--- src/rtl/matrix_seq_pkg.sv ---
// Shared types and sizing for the 2x2 matrix multiplier sequencer.
package matrix_seq_pkg;

  localparam int unsigned N_OPERANDS = 8;
  localparam int unsigned N_RESULTS  = 4;
  localparam int unsigned OPERAND_W  = 8;
  localparam int unsigned RESULT_W   = 16;
  localparam int unsigned IDX_W      = $clog2(N_OPERANDS);
  localparam int unsigned OIDX_W     = $clog2(N_RESULTS);
  // Wide enough for the largest legal core latency (15).
  localparam int unsigned CNT_W      = 4;

  typedef enum logic [1:0] {
    LOAD  = 2'd0,
    START = 2'd1,
    WAIT  = 2'd2,
    OUT   = 2'd3
  } state_t;

endpackage

--- src/rtl/matrix_operand_loader.sv ---
// Operand register file for the multiplier core, filled serially a0..b3.
module matrix_operand_loader
  import matrix_seq_pkg::*;
(
  input  logic                                 clk,
  input  logic                                 rst,
  input  logic                                 clear,
  input  logic                                 wr_en,
  input  logic [OPERAND_W-1:0]                 wr_data,
  output logic [IDX_W-1:0]                     idx,
  output logic                                 wr_last,
  output logic [N_OPERANDS-1:0][OPERAND_W-1:0] operands
);

  logic [IDX_W-1:0]                     idx_q, idx_d;
  logic [N_OPERANDS-1:0][OPERAND_W-1:0] ops_q, ops_d;

  // Next write slot and register contents; clear rewinds the slot but keeps data.
  always_comb begin
    idx_d = idx_q;
    ops_d = ops_q;
    if (clear) begin
      idx_d = '0;
    end else if (wr_en) begin
      ops_d[idx_q] = wr_data;
      if (idx_q == IDX_W'(N_OPERANDS - 1)) begin
        idx_d = '0;
      end else begin
        idx_d = idx_q + IDX_W'(1);
      end
    end
  end

  // Register file and write pointer.
  always_ff @(posedge clk or posedge rst) begin
    if (rst) begin
      idx_q <= '0;
      ops_q <= '0;
    end else begin
      idx_q <= idx_d;
      ops_q <= ops_d;
    end
  end

  assign idx      = idx_q;
  assign wr_last  = wr_en & (idx_q == IDX_W'(N_OPERANDS - 1));
  assign operands = ops_q;

endmodule

--- src/rtl/matrix_mult_sequencer.sv ---
// Sequences one 2x2 multiply: serial operand load, core run, serial result drain.
module matrix_mult_sequencer
  import matrix_seq_pkg::*;
#(
  parameter int unsigned CORE_LATENCY = 6
) (
  input  logic        clk,
  input  logic        rst,
  input  logic        clear,
  input  logic        in_valid,
  output logic        in_ready,
  input  logic [7:0]  in_data,
  output logic        core_rst,
  output logic [7:0]  core_a0,
  output logic [7:0]  core_a1,
  output logic [7:0]  core_a2,
  output logic [7:0]  core_a3,
  output logic [7:0]  core_b0,
  output logic [7:0]  core_b1,
  output logic [7:0]  core_b2,
  output logic [7:0]  core_b3,
  input  logic [15:0] core_r1,
  input  logic [15:0] core_r2,
  input  logic [15:0] core_r3,
  input  logic [15:0] core_r4,
  output logic        out_valid,
  input  logic        out_ready,
  output logic [15:0] out_data,
  output logic        out_last,
  output logic        busy,
  output logic [15:0] op_count
);

  state_t                              state_q, state_d;
  logic [CNT_W-1:0]                    cnt_q, cnt_d;
  logic [OIDX_W-1:0]                   oidx_q, oidx_d;
  logic [N_RESULTS-1:0][RESULT_W-1:0]  res_q, res_d;
  logic                                core_rst_q, core_rst_d;
  logic [15:0]                         op_count_q, op_count_d;

  logic                                 load_en;
  logic                                 load_last;
  logic [IDX_W-1:0]                     load_idx;
  logic [N_OPERANDS-1:0][OPERAND_W-1:0] operands;

  assign in_ready = (state_q == LOAD);
  assign load_en  = in_valid & in_ready & ~clear;

  matrix_operand_loader u_loader (
    .clk      (clk),
    .rst      (rst),
    .clear    (clear),
    .wr_en    (load_en),
    .wr_data  (in_data),
    .idx      (load_idx),
    .wr_last  (load_last),
    .operands (operands)
  );

  // FSM, latency counter, result capture and output serializer.
  always_comb begin
    state_d    = state_q;
    cnt_d      = cnt_q;
    oidx_d     = oidx_q;
    res_d      = res_q;
    op_count_d = op_count_q;
    unique case (state_q)
      LOAD: begin
        if (load_last) state_d = START;
      end
      START: begin
        cnt_d   = '0;
        state_d = WAIT;
      end
      WAIT: begin
        if (cnt_q == CNT_W'(CORE_LATENCY - 1)) begin
          res_d   = {core_r4, core_r3, core_r2, core_r1};
          cnt_d   = '0;
          state_d = OUT;
        end else begin
          cnt_d = cnt_q + CNT_W'(1);
        end
      end
      OUT: begin
        if (out_ready) begin
          if (oidx_q == OIDX_W'(N_RESULTS - 1)) begin
            oidx_d     = '0;
            op_count_d = op_count_q + 16'd1;
            state_d    = LOAD;
          end else begin
            oidx_d = oidx_q + OIDX_W'(1);
          end
        end
      end
      default: state_d = LOAD;
    endcase
    if (clear) begin
      state_d = LOAD;
      cnt_d   = '0;
      oidx_d  = '0;
    end
    // Core reset is a registered image of the next state: released only while running/draining.
    core_rst_d = (state_d == LOAD) || (state_d == START);
  end

  // Control and result state.
  always_ff @(posedge clk or posedge rst) begin
    if (rst) begin
      state_q    <= LOAD;
      cnt_q      <= '0;
      oidx_q     <= '0;
      res_q      <= '0;
      core_rst_q <= 1'b1;
      op_count_q <= '0;
    end else begin
      state_q    <= state_d;
      cnt_q      <= cnt_d;
      oidx_q     <= oidx_d;
      res_q      <= res_d;
      core_rst_q <= core_rst_d;
      op_count_q <= op_count_d;
    end
  end

  assign core_rst  = core_rst_q;
  assign core_a0   = operands[0];
  assign core_a1   = operands[1];
  assign core_a2   = operands[2];
  assign core_a3   = operands[3];
  assign core_b0   = operands[4];
  assign core_b1   = operands[5];
  assign core_b2   = operands[6];
  assign core_b3   = operands[7];
  assign out_valid = (state_q == OUT);
  assign out_data  = res_q[oidx_q];
  assign out_last  = (state_q == OUT) && (oidx_q == OIDX_W'(N_RESULTS - 1));
  assign busy      = (state_q != LOAD) || (load_idx != '0);
  assign op_count  = op_count_q;

endmodule

--- config.mk ---
export PLATFORM = sky130hd
export DESIGN_NAME = matrix_mult_sequencer
export DESIGN_NICKNAME = d
export VERILOG_FILES = /design/src/rtl/matrix_seq_pkg.sv /design/src/rtl/matrix_operand_loader.sv /design/src/rtl/matrix_mult_sequencer.sv
export SDC_FILE = /design/constraint.sdc
export NUM_CORES = 1
export LEC_CHECK = 0
export ABC_AREA = 1
export CAP_MARGIN = 20
export CORE_ASPECT_RATIO = 0.7
export CORE_MARGIN = 2
export CORE_UTILIZATION = 42
export DETAILED_ROUTE_END_ITERATION = 12
export PLACE_DENSITY = 0.7
export SLEW_MARGIN = 20
export SYNTH_ARGS = -nofsm -noshare
export SYNTH_HDL_FRONTEND = slang
export SYNTH_HIERARCHICAL = 1
export SYNTH_SLANG_ARGS = --single-unit
--- constraint.sdc ---
create_clock -name clk -period 3.73 [get_ports clk]
set_input_delay 0.746 -clock clk [delete_from_list [all_inputs] [get_ports clk]]
set_output_delay 0.746 -clock clk [all_outputs]
set_load 0.05 [all_outputs]
* Yosys cells after proc, flatten, opt, wreduce, memory -nomap -nowiden
Index checks and enable logic that the tools add are counted.
Storage, ports and cells: register bits after elaboration 156, latch bits 0, bits in writable memories 0, ROM bits 0, input bits 77, output and inout port bits 101, memories kept 0
Cells by class: add/sub/neg operators 4, multipliers 0, div/mod/pow operators 0, $lt $le $gt $ge 3, equality and inequality tests 7, shift operators 0, multiplexer cells 21, bitwise logic cells 4, reduce and logical (&&, ||, !) cells 16
Operator list (number):
- $bwmux 64 | 1
- $bmux 16 s2 | 1
- $demux 8 s3 | 1
- $mux 2 | 9
- $add 16x1->16 const B | 1
- $mux 16 | 1
- $mux 3 | 3
- $mux 4 | 2
- $mux 8 | 1
- $pmux 2 s4 | 1
- $pmux 4 s2 | 1
- $reduce_bool 2->1 | 4
- $eq 2x2->1 const B | 3
- $reduce_and 2->1 | 3
- $reduce_bool 3->1 | 2
- $add 4x1->4 const B | 1
- $eq 2x1->1 const B | 2
- $eq 4x3->1 const B | 1
- $logic_not 2->1 | 2
- $lt 3x4->1 const B | 1
- $add 3x1->3 const B | 1
- $and 1x1->1 | 3
- $eq 3x3->1 const B | 1
- $ge 3x1->1 const B | 1
- other kinds (6) | 8

* Logic depth before layout (Yosys ltp)
depth after elaboration 9, gate-level depth with buffers 9, mapped depth without buffers 8

* By module
Netlist, hierarchy kept.
Modules (own cells, without submodules):
- matrix_mult_sequencer | times used 1, cells each 528, area an instance 4221.5 um^2, seq. area each 2228.4 um^2
- matrix_operand_loader | times used 1, cells each 313, area an instance 2777.7 um^2, seq. area each 1676.6 um^2

* Worst setup path after synthesis
No wires, ideal clock.
path kind register to output, start register state_q[1], end output busy, arrival time 1799 ps, data required time 2984 ps, path slack 1185 ps, stages on the path, launching flop included 3, cells stage by stage dfrtp_1 -> nor2_1 -> nand2_1
Between the ends: cells in the longest elaborated chain, start to end 2
RTL lines:
- from (decl) | line matrix_mult_sequencer.sv:34 | state_t state_q, state_d;
- from (signal assigned) | line matrix_mult_sequencer.sv:116 | state_q <= state_d;
- $reduce_bool 2->1 | line matrix_mult_sequencer.sv:137 | assign busy = (state_q != LOAD) || (load_idx != '0);
- $logic_or 1x1->1 | line matrix_mult_sequencer.sv:137
- to (decl) | line matrix_mult_sequencer.sv:30 | output logic busy,
No other way between the ends.

* Worst setup path after layout
start register oidx_q[0], end output out_data[5]
Between the ends: cells in the longest elaborated chain, start to end 2
RTL lines:
- from (decl) | line matrix_mult_sequencer.sv:36 | logic [OIDX_W-1:0] oidx_q, oidx_d;
- from (signal assigned) | line matrix_mult_sequencer.sv:118 | oidx_q <= oidx_d;
- $bmux 16 s2 | line matrix_mult_sequencer.sv:135 | assign out_data = res_q[oidx_q];
- $mux 16 (not written as such) | line matrix_mult_sequencer.sv:135
- to (decl) | line matrix_mult_sequencer.sv:28 | output logic [15:0] out_data,
No other way between the ends. The select of a mux whose other input is x is not followed.

==> reports/results.txt <==
# nets final - 1091
Cell count after synthesis - 841
CTS tree - built
Die X - 158 um
Clock Skews - 9.83 ps
# clock sinks - 156
Synth area leaders - dfrtp_1, nand2_1, o21ai_0
Final slew viol count - 0
Initial antenna violation count - 0
Drt pass-1 iters - 5
H-tree levels - 4
Core Region - 16300 um2
Fin crit share - 0.862
Vias per inst - 4.98
Asr flop ratio synth - 1.00
Vias in the first global route - 5762
Setup crit start kind - flop
Leak pwr - 4.43 nW
Post-DRT Antenna Nets - 0
P_int - 3.22 mW
Row cnt - 39
Layout cells sized above 1 - 0.0598
Switching power of the nets - 1.44 mW
Ys flop type - dfrtp_1
IO Pins - 178
Die area - 17700 um2
Clk pwr share - 0.397
Remaining DRCs - 0
PostCTS Resize Cnt - 0
Worst hold start - u_loader/operands[63]
Post-synthesis cell area - 7000 um2
DRT Wirelength - 20000 um
# fillers - 1435
Critical path, cell by cell - inv_1 > buf_4 > o21ai_0 > o22ai_1 > clkdlybuf4s50_1
Worst stage delay on the critical path - 830 ps
Initial Utilization - 0.429
Initial DRC Count - 581
Die Ht - 112 um
Routability Congestion - 0.867
Fmax - 311 MHz
Final min period - 3210 ps
Via count - 6196
Post-synth EDFFs - 0
CP Data Required Time - 2980 ps
Synth Area per Inst - 8.32 um2
Number of diodes - 0
CTS Buffer Depth - 2
CTS buffer count - 17
Post-synthesis register bit count - 156
Setup violations, final - 0
Yosys top cell by area - dfrtp_1
Final count of hold timing violations - 0
Setup crit end kind - primary output
Clk root buf - clkbuf_16
Status - finished clean
Sequential fraction of the synthesis area - 0.558
# Post-CTS Setup Buffers - 0
Clock-pin slew on the worst setup and hold paths - 70 ps
Clock latency on the worst-skew pair - 420 ps
Grt ovf - 0
Routed length per instance - 16.0 um
Area Overhead vs Synth - 35.5%
Slowest CP cell - clkdlybuf4s50_1
Largest net degree at the start of global routing - 68
Ys Warns - 6
Setup_tns - 0 ps
Critical path type - flop to primary output
IR drop worst, VDD - 0.000493 V
Hold-fix buffers, CTS - 0
Core Util, Final - 0.582
Max FO, Critical Path - 24
Slew @ Worst Pin - 903 ps
Post-DP HPWL - 14000 um
Combinational power share - 0.209
Mapped Nets - 924
First-pass GRT wire length - 31700 um
Max transition margin - 0.397
Crit path DAT - 2470 ps
RSZ-0062 raised after global routing - false
Max cap viols - 0
Storage cell area - 3910 um2
Switching Fraction - 0.309
Flop pwr share - 0.394
Worst Hold Class - flop to flop
Multi-input gate area - 2670 um2
Yosys cell types - 28
Critical Path Start - oidx_q[0]
Worst r2r src - cnt_q[1]
PortBufs - 177
Total global-route track usage - 0.233
Power density cells - 491 nW/um2
Share of the synthesized area in the top cell type - 0.554
## cell usage after synthesis (2+ instances only)
library cell    n
nand2_1       392
dfrtp_1       155
o21ai_0        58
nand3_1        49
nor2_1         45
inv_1          40
o22ai_1        18
buf_2          14
buf_6          14
clkbuf_1        7
nor2_4          7
ha_1            6
xnor2_1         6
nand4_1         4
nor2_2          4
inv_2           3
o21ai_1         3
a21oi_1         2
nand2_2         2
nand3_2         2
nor3_1          2
xor2_1          2
## power by group through the flow
stage	combinational [mW]	sequential, mW	clock (mW)
global route	1.03	1.84	1.96
floorplan	0.333	2.12	0
finish	0.974	1.83	1.85
detailed placement	0.975	1.86	0
CTS	0.979	1.83	1.88
global placement	0.964	1.86	0
## through the flow
stage | worst slack (ps) | instances | total power [mW] | hold slack, ps | instance area, um2
CTS | 520 | 1245 | 4.69 | 474 | 9490
floorplan | 679 | 841 | 2.45 | 437 | 7000
global route | 386 | 1245 | 4.83 | 491 | 9490
detailed placement | 969 | 1214 | 2.83 | 457 | 8860
global placement | 1040 | 1214 | 2.83 | 454 | 8860
finish | 515 | 1245 | 4.66 | 473 | 9490
## cells in the final DEF, fill, tap and decap left out, drive strengths merged
master and n:
nand2 394, clkdlybuf4s50 176, dfrtp 155, o21ai 61, nor2 57, nand3 51
inv 43, o22ai 18, clkbuf 18, buf 9, clkinv 7, xnor2 6
ha 6, nand4 4, bufinv 4, xor2 2, a21oi 2, nor3 2
clkinvlp 2, mux2i 1, nand3b 1, dfstp 1
## final timing paths
kind | slack (ps) | cells past startpoint | endpoint
max | 520 | 5 | out_data[5]
min | 470 | 2 | u_loader/operands[63]
max reg2reg | 1660 | 7 | res_q[2]
min reg2reg | 470 | 2 | u_loader/operands[63]
max in group asynchronous | 2210 | 3 | core_rst
min in group asynchronous | 780 | 2 | op_count[0]
## worst max-delay path, delay by kind of cell (launching register included)
| family | cells | cell delay (ps) |
|---|---|---|
| AO/OA/AOI/OAI | 2 | 290 |
| buffers and inverters | 3 | 1390 |
| flip-flops | 1 | 370 |
## cells by family (layout without fill, tap and decap cells)
| logic type | count (synthesis) | in the layout | synth area share |
|---|---|---|---|
| and+or+nand+nor | 509 | 509 | 0.298 |
| DFF | 156 | 156 | 0.558 |
| AOI/OAI and AO/OA | 81 | 81 | 0.0611 |
| buffers and inverters | 80 | 259 | 0.0610 |
| xor gates and xnor gates | 8 | 8 | 0.0100 |
| adders and majority gates | 6 | 6 | 0.0107 |
| muxes | 1 | 1 | 0.00143 |
## state kept, by name, summed over array words and instances (netlist names)
| signal | flops |
|---|---|
| u_loader/operands | 64 |
| cnt_q | 4 |
| state_q | 2 |
| res_q | 64 |
| op_count | 16 |
| u_loader/idx | 3 |
| oidx_q | 2 |
| core_rst | 1 |
## layer usage
layer / global-route usage / vias to the layer above / share of wire
li1: - / 2983 / -
met1: 0.361 / 2982 / 0.49
met2: 0.313 / 208 / 0.42
met3: 0.0685 / 23 / 0.081
met4: 0.0685 / 0 / 0.012
met5: 0 / - / 0
## cell type report
type | instances | area share
Timing Repair Buffer | 185 | 0.194
Sequential cell | 156 | 0.412
Clock buffer | 18 | 0.0452
Clock inverter | 13 | 0.0203
Inverter | 43 | 0.0173
Tap cell | 225 | 0.0297
Multi-Input combinational cell | 605 | 0.282
(Power assumes the default switching activity.)
